**config.mk**
```make
export PLATFORM = sky130hd
export DESIGN_NAME = oc_reset_sequencer
export DESIGN_NICKNAME = d
export VERILOG_FILES = /design/src/rtl/oc_reset_sequencer.sv
export SDC_FILE = /design/constraint.sdc
export NUM_CORES = 1
export LEC_CHECK = 0
export ABC_AREA = 1
export BUFFER_PORTS_ARGS = -buffer_cell sky130_fd_sc_hd__buf_2
export CAP_MARGIN = 20
export CORE_MARGIN = 2
export CORE_UTILIZATION = 54
export CTS_CLUSTER_DIAMETER = 60
export DETAILED_ROUTE_END_ITERATION = 6
export PLACE_DENSITY = 0.75
export SETUP_SLACK_MARGIN = 0.1
export SLEW_MARGIN = 10
export SYNTH_ARGS = -nofsm -noshare
export SYNTH_HDL_FRONTEND = slang
export SYNTH_SLANG_ARGS = --single-unit
```
**constraint.sdc**
```tcl
create_clock -name clock -period 1.7 [get_ports clock]
set_input_delay 0.255 -clock clock [delete_from_list [all_inputs] [get_ports clock]]
set_output_delay 0.255 -clock clock [all_outputs]
set_load 0.005 [all_outputs]
```
**src/rtl/oc_reset_sequencer.sv**
```systemverilog
// Reset conditioner: async assert, synchronized release, then ordered per-stage
// deassertion gated by readiness inputs, with soft re-reset and stall detection.
module oc_reset_sequencer #(
    parameter int unsigned NumStages        = 3,
    parameter int unsigned SyncCycles       = 2,
    parameter int unsigned MinResetCycles   = 16,
    parameter int unsigned StageDelayCycles = 8,
    parameter int unsigned TimeoutCycles    = 1024
) (
    input  logic                 clock,
    input  logic                 reset,
    input  logic                 soft_reset_req,
    input  logic [NumStages-1:0] stage_ready,
    output logic [NumStages-1:0] stage_reset,
    output logic                 reset_done,
    output logic                 soft_reset_ack,
    output logic                 stall_timeout
);

    localparam int unsigned CntMax = (MinResetCycles > StageDelayCycles) ? MinResetCycles
                                                                         : StageDelayCycles;
    localparam int unsigned CntW   = $clog2(CntMax + 1);
    localparam int unsigned IdxW   = (NumStages > 1) ? $clog2(NumStages) : 1;
    localparam int unsigned WaitW  = (TimeoutCycles > 0) ? $clog2(TimeoutCycles + 1) : 1;

    typedef enum logic [1:0] {
        ST_ASSERT,
        ST_RELEASE,
        ST_DONE
    } state_t;

    state_t                state;
    logic [CntW-1:0]       cnt;
    logic [IdxW-1:0]       idx;
    logic [WaitW-1:0]      wait_cnt;
    logic [SyncCycles-1:0] sync_q;
    logic                  run;

    // Release synchronizer: clears instantly, fills with ones after reset rises.
    always_ff @(posedge clock or negedge reset) begin
        if (!reset) begin
            sync_q <= '0;
        end else begin
            sync_q <= {sync_q[SyncCycles-2:0], 1'b1};
        end
    end

    assign run = sync_q[SyncCycles-1];

    always_ff @(posedge clock or negedge reset) begin
        if (!reset) begin
            state          <= ST_ASSERT;
            cnt            <= '0;
            idx            <= '0;
            wait_cnt       <= '0;
            stage_reset    <= '1;
            reset_done     <= 1'b0;
            soft_reset_ack <= 1'b0;
            stall_timeout  <= 1'b0;
        end else if (run) begin
            soft_reset_ack <= 1'b0;
            // A soft request outranks any release scheduled on the same edge.
            if (soft_reset_req && (state != ST_ASSERT)) begin
                state          <= ST_ASSERT;
                cnt            <= '0;
                idx            <= '0;
                wait_cnt       <= '0;
                stage_reset    <= '1;
                reset_done     <= 1'b0;
                soft_reset_ack <= 1'b1;
                stall_timeout  <= 1'b0;
            end else begin
                case (state)
                    ST_ASSERT: begin
                        if (cnt >= CntW'(MinResetCycles - 1)) begin
                            state    <= ST_RELEASE;
                            cnt      <= '0;
                            idx      <= '0;
                            wait_cnt <= '0;
                        end else begin
                            cnt <= cnt + CntW'(1);
                        end
                    end
                    ST_RELEASE: begin
                        if (cnt < CntW'(StageDelayCycles - 1)) begin
                            cnt <= cnt + CntW'(1);
                        end else if (stage_ready[idx]) begin
                            stage_reset[idx] <= 1'b0;
                            cnt              <= '0;
                            wait_cnt         <= '0;
                            if (idx == IdxW'(NumStages - 1)) begin
                                state <= ST_DONE;
                            end else begin
                                idx <= idx + IdxW'(1);
                            end
                        end else begin
                            // Delay elapsed but stage not ready: count the stall, keep waiting.
                            if (wait_cnt != WaitW'(TimeoutCycles)) begin
                                wait_cnt <= wait_cnt + WaitW'(1);
                            end
                            if ((TimeoutCycles != 0) && (wait_cnt == WaitW'(TimeoutCycles - 1))) begin
                                stall_timeout <= 1'b1;
                            end
                        end
                    end
                    ST_DONE: begin
                        reset_done <= 1'b1;
                    end
                    default: begin
                        state <= ST_ASSERT;
                    end
                endcase
            end
        end
    end

endmodule

```
== Yosys cells after proc, flatten, opt, wreduce, memory -nomap -nowiden ==
Cells that the tools add are included.

* Bits of input ports: 6
* Flip-flop bits (word level): 28

* $add $sub $neg: 3
* Reduce and logical (&&, ||, !) cells: 16
* Mux-type cells: 39
* Equality and inequality tests: 15
* Bitwise logic cells: 2
* Order comparisons: 4

{| class="wikitable"
|+ Operator list
! operator !! number
|-
| 11-bit two-way mux || 5
|-
| 11-bit one-hot mux with 2 select lines || 1
|-
| 2-bit two-way mux || 10
|-
| 5-bit two-way mux || 4
|-
| 3-bit inequality test (second input constant) || 5
|-
| 3-bit two-way mux || 4
|-
| 6-bit AND reduction || 2
|-
| 11-bit by 1-bit adder with 11-bit output (second input constant) || 1
|-
| 11-bit by 10-bit == test with 1-bit output (second input constant) || 1
|-
| 11-bit inequality test (second input constant) || 1
|-
| 1-bit two-way mux || 10
|-
| 5-bit one-hot mux with 2 select lines || 1
|-
| 5-bit AND reduction || 2
|-
| 2-bit nonzero test || 5
|-
| 4-bit inequality test (second input constant) || 2
|-
| 2-bit inequality test (second input constant) || 3
|-
| 2-bit one-hot mux with 3 select lines || 1
|-
| 5-bit by 1-bit adder with 5-bit output (second input constant) || 1
|-
| 5-bit by 4-bit greater-or-equal comparator with 1-bit output (second input constant) || 1
|-
| 5-bit by 3-bit < comparator with 1-bit output (second input constant) || 1
|-
| 2-bit == test (second input constant) || 2
|-
| 2-bit one-hot mux with 2 select lines || 1
|-
| 4-bit AND reduction || 1
|-
| 3-bit AND || 1
|-
| 12 further kinds || 13
|}

== Depth between registers and ports, before layout ==
* Word-level depth: 10
* Depth in mapped cells: 12

== Least setup slack after synthesis ==
OpenSTA, ideal clock, no wires.

* Kind: reg2reg
* From: reg cnt[0]
* To: reg wait_cnt[3]
* Arrival: 1.557 ns
* Cell stages (with the launch flop): 12
* Setup time: 0.118 ns
* Slack: 0.025 ns
* Period minus slack after synthesis: 1.675 ns
* Buffers on the path: 1
* Cells stage by stage: dfrtp_1 ha_1 nand2_1 nor2_1 ha_1 nor2_1 nand3_2 nand3_2 nor2_2 buf_6 nand2_1 o21ai_2

* Longest elaborated chain between the ends: 3
* Elaborated cells between the ends (all ways): 5

{| class="wikitable"
|+ RTL lines
! what !! RTL line !! source
|-
| from (decl) || 33 || <nowiki>logic [CntW-1:0] cnt;</nowiki>
|-
| from (signal assigned) || 81 || <nowiki>cnt <= cnt + CntW'(1);</nowiki>
|-
| from (signal assigned) || 86 || <nowiki>cnt <= cnt + CntW'(1);</nowiki>
|-
| 5-bit by 3-bit < comparator with 1-bit output / 5-bit by 4-bit greater-or-equal comparator with 1-bit output (equally long branches) || 85, 75 ||
|-
| 3-bit inequality test (no source line) || n/a ||
|-
| 5-bit AND reduction (no source line) (*) || n/a ||
|-
| to (signal assigned) || 99 || <nowiki>wait_cnt <= wait_cnt + WaitW'(1);</nowiki>
|-
| to (decl) || 35 || <nowiki>logic [WaitW-1:0] wait_cnt;</nowiki>
|}

Mark *: on every way between the ends. The rest lies on a longest branch, timed or not.
A chain may end at the register's enable or synchronous reset.

== Worst setup path in the final report ==
* From: reg cnt[0]
* To: reg wait_cnt[9]

Same word-level chain as after synthesis.

==> results.py <==
metrics = {
    "layout": {
        "areaGrowthSynthToFinish_pct": 22.9,
        "drive_above_1_share": 0.268,
        "nNetsFinal": 313,
        "antenna_cells": 0,
    },
    "power": {
        "leakagePower_nw": 1.13,
        "power-per-cell-area_nw_per_um2": 1290,
        "ir_drop_v": 0.000955,
    },
    "setup_path": {
        "worst-setup-path-type": "flop to flop",
        "arrival_ns": 1.92,
        "worstPathRequired_ns": 1.96,
        "worst-r2r-cell-count": 12,
        "timing.rr.start": "cnt[0]",
        "critical_path_depth": 12,
        "cp_endpoint_kind": "flop",
        "worstPathCellList": "ha_2 -> nand2_2 -> nor2_1 -> ha_2 -> nor2_4 -> nand3_4 -> nand3_4 -> nor2_4 -> buf_4 -> nand2_1 -> nand2_1 -> inv_1",
        "cp_num_buf_inv": 2,
        "cp_slowest_stage_delay_ns": 0.38,
        "reg2reg_slack_ns": 0.03,
        "cp_slowest_cell": "dfrtp_1",
        "crit_family": "simple AND/OR/NAND/NOR gates",
        "cp_max_fo": 4,
        "rr_endpoint": "wait_cnt[9]",
        "crit_path_start_kind": "flop",
    },
    "clock_tree": {
        "clock_sinks": 28,
        "root_buffer": "clkbuf_4",
        "clock_tree.htree_level_count": 1,
        "cts_made_buffers": 3,
        "tritoncts": "done",
        "clock_slew_at_reported_path_ffs_ns": 0.15,
        "cts.path.max_buffers": 2,
        "clock_network_latency_to_the_later_pin_of_the_worst_skew_pair_ns": 0.34,
    },
    "synthesis": {
        "yosys_warnings": 0,
        "fraction_of_the_yosys_area_taken_by_sequential_cells": 0.375,
        "synthFlopType": "dfrtp_1",
        "most_common_cell_in_the_netlist": "nand2_1",
        "syn_nets": 280,
        "netlist_area_um2": 1880,
        "netlist_top_cells_area": "dfrtp_1 (33%), nand2_1 (18%), nand3_1 (7.5%)",
        "synth_top_cells_by_count": "nand2_1 (88), inv_1 (31), nand3_1 (28), dfrtp_1 (25), nor2_1 (25)",
        "post_synthesis_cell_type_count": 30,
        "synth_edf_count": 0,
        "synth_cells": 267,
        "synth_largest_area_cell": "dfrtp_1",
        "synth_seq_cells": 28,
        "synth_area_per_cell_um2": 7.03,
        "synthArstFlopShare": 1.00,
        "yosys.area.top_type_share": 0.333,
    },
    "worst_hold_path": {
        "min_delay_worst_endpoint": "reset_done",
        "hp-class": "input pin to flop",
        "worstHoldPathCells": 4,
        "min_from": "soft_reset_req",
    },
    "floorplan": {
        "design.die.area_um2": 3960,
        "rows": 21,
        "die_y_um": 63.0,
        "placeableCoreArea_um2": 3340,
        "io-pin-count": 12,
        "die_width_um": 63.0,
        "floorplan.initialDensity": 0.562,
    },
    "sta": {
        "rsz0062_at_grt": "yes",
        "slew_headroom": 0.577,
        "period_needed_ns": 1.67,
        "fin_worst_skew_ns": 0.00630,
        "final.period_utilization": 0.981,
        "worst_slew_pin_slew_ns": 0.635,
        "final-setup-viol-count": 0,
        "hold_viol": 0,
        "maxSlewViolCount": 0,
        "finalHoldWorstSlack_ns": 0.327,
        "max_clock_freq_ghz": 0.600,
        "setup_slack_ns": 0.0325,
    },
    "global_route": {
        "grt.total_usage": 0.232,
        "grt_overflow": 0,
        "first_global_vias": 1679,
        "number_of_antenna_violations_at_the_first_check_in_global_routing": 0,
        "grt_first_pass_wirelength_um": 7330,
        "grt_max_degree": 29,
    },
    "routing": {
        "antenna_violating_nets_post_route": 0,
        "vias": 1728,
        "drc": 0,
        "routed_via_density": 5.01,
        "drt-pass1-iter-count": 4,
        "routed_wl_um": 4270,
        "dr.first_iter.drc_count": 108,
        "mean_routed_wirelength_per_cell_um": 12.4,
    },
    "placement": {
        "place_hpwl_um": 2950,
        "finalWeightedCongestion": 0.923,
        "dp_worst_slack_ns": -0.159,
        "place.port_buffers": 11,
    },
    "run_status": {
        "result_of_the_run": "finished, final reports clean",
    },
    "run": {
        "max-cap-violations": 0,
    },
}
how the worst max path moves through the flow:
stage	slack, ns	endpoint	startpoint
6_report	0.03	wait_cnt[9]	cnt[0]
5_1_grt	-0.04	wait_cnt[4]	cnt[0]
4_1_cts	0.08	wait_cnt[3]	cnt[0]
3_5_place_dp	-0.16	wait_cnt[9]	cnt[1]
3_3_place_gp	-0.08	wait_cnt[9]	cnt[1]
2_1_floorplan	0.10	wait_cnt[3]	cnt[0]
placed cells by master (no fill, tap or decap), types with 3 or more instances in the layout:
cell type / count
nor2_2: 4
buf_4: 14
nor3_1: 9
o21ai_0: 3
o21ai_1: 5
buf_2: 11
dfrtp_1: 23
nor2_1: 20
inv_1: 31
o21ai_2: 4
clkbuf_4: 3
nor2_4: 6
nand3_4: 4
dfstp_2: 3
inv_2: 6
nand3_1: 25
nand2_1: 84
nand4_1: 7
ha_1: 4
nand2_2: 5
nand3_2: 4
metrics by stage:
step	utilization	power (mW)	std cells	TNS, ns	area, µm²
global route	0.691	3.21	345	-0.182	2310
detailed placement	0.615	2.19	332	-0.850	2050
global placement	0.615	2.18	332	-0.232	2050
floorplan	-	1.80	267	0	1880
finish	0.691	2.98	345	0	2310
CTS	0.661	2.83	343	0	2210
flip-flops by register name (all words and copies together), names as in the netlist:
register and flops:
reset_done 1, stage_reset 3, state 2, soft_reset_ack 1, wait_cnt 11, cnt 5
idx 2, sync_q 2, stall_timeout 1
repair_timing:
item / CTS / global route
hold buffers: 1 / 0
pin swaps: 5 / 5
endpoints found under the setup margin: 16 / 24
buffers inserted: 5 / 2
cloned: 1 / 0
resized for setup: 15 / 19
endpoints found under the hold margin: 25 / 0
routing by layer:
layer,vias to the layer above,routed length [µm],track usage
met2,32,2140,0.407
met1,768,1920,0.304
met5,-,0,0
met3,7,144,0.0270
li1,921,-,-
met4,0,70,0.0583
final cells by class:
class                           instances  area, µm²
Clock buffer                            3       22.5
Clock inverter                          1       30.0
Fill cell                             319       1030
Inverter                               37        139
Multi-Input combinational cell        202       1160
Sequential cell                        28        707
Tap cell                               46       57.6
Timing Repair Buffer                   28        193
cells by family (layout without fill, tap and decap cells):
logic type               after synthesis  count (layout)  synth area share
AND/OR/NAND/NOR                      174             175             0.426
buffers and inverters                 38              69            0.0800
flip-flops                            28              28             0.375
AO/OA/AOI/OAI                         19              19            0.0700
adder cells (fa/ha/maj)                7               7            0.0467
other                                  1               1           0.00200
worst reg2reg max path: stages (launching register included):
cell and delay, ns:
dfrtp_1 0.38, ha_2 0.18, nand2_2 0.05, nor2_1 0.09, ha_2 0.20, nor2_4 0.05, nand3_4 0.10, nand3_4 0.09
nor2_4 0.15, buf_4 0.14, nand2_1 0.05, nand2_1 0.07, inv_1 0.04
power by group:
part,switching (mW),leakage (nW),internal [mW],total (mW)
clock,0.200,0.0279,0.239,0.439
sequential,0.149,0.363,0.836,0.985
combinational,0.913,0.739,0.643,1.56
total,1.26,1.13,1.72,2.98
No activity file was read; power rests on OpenSTA's default activity.
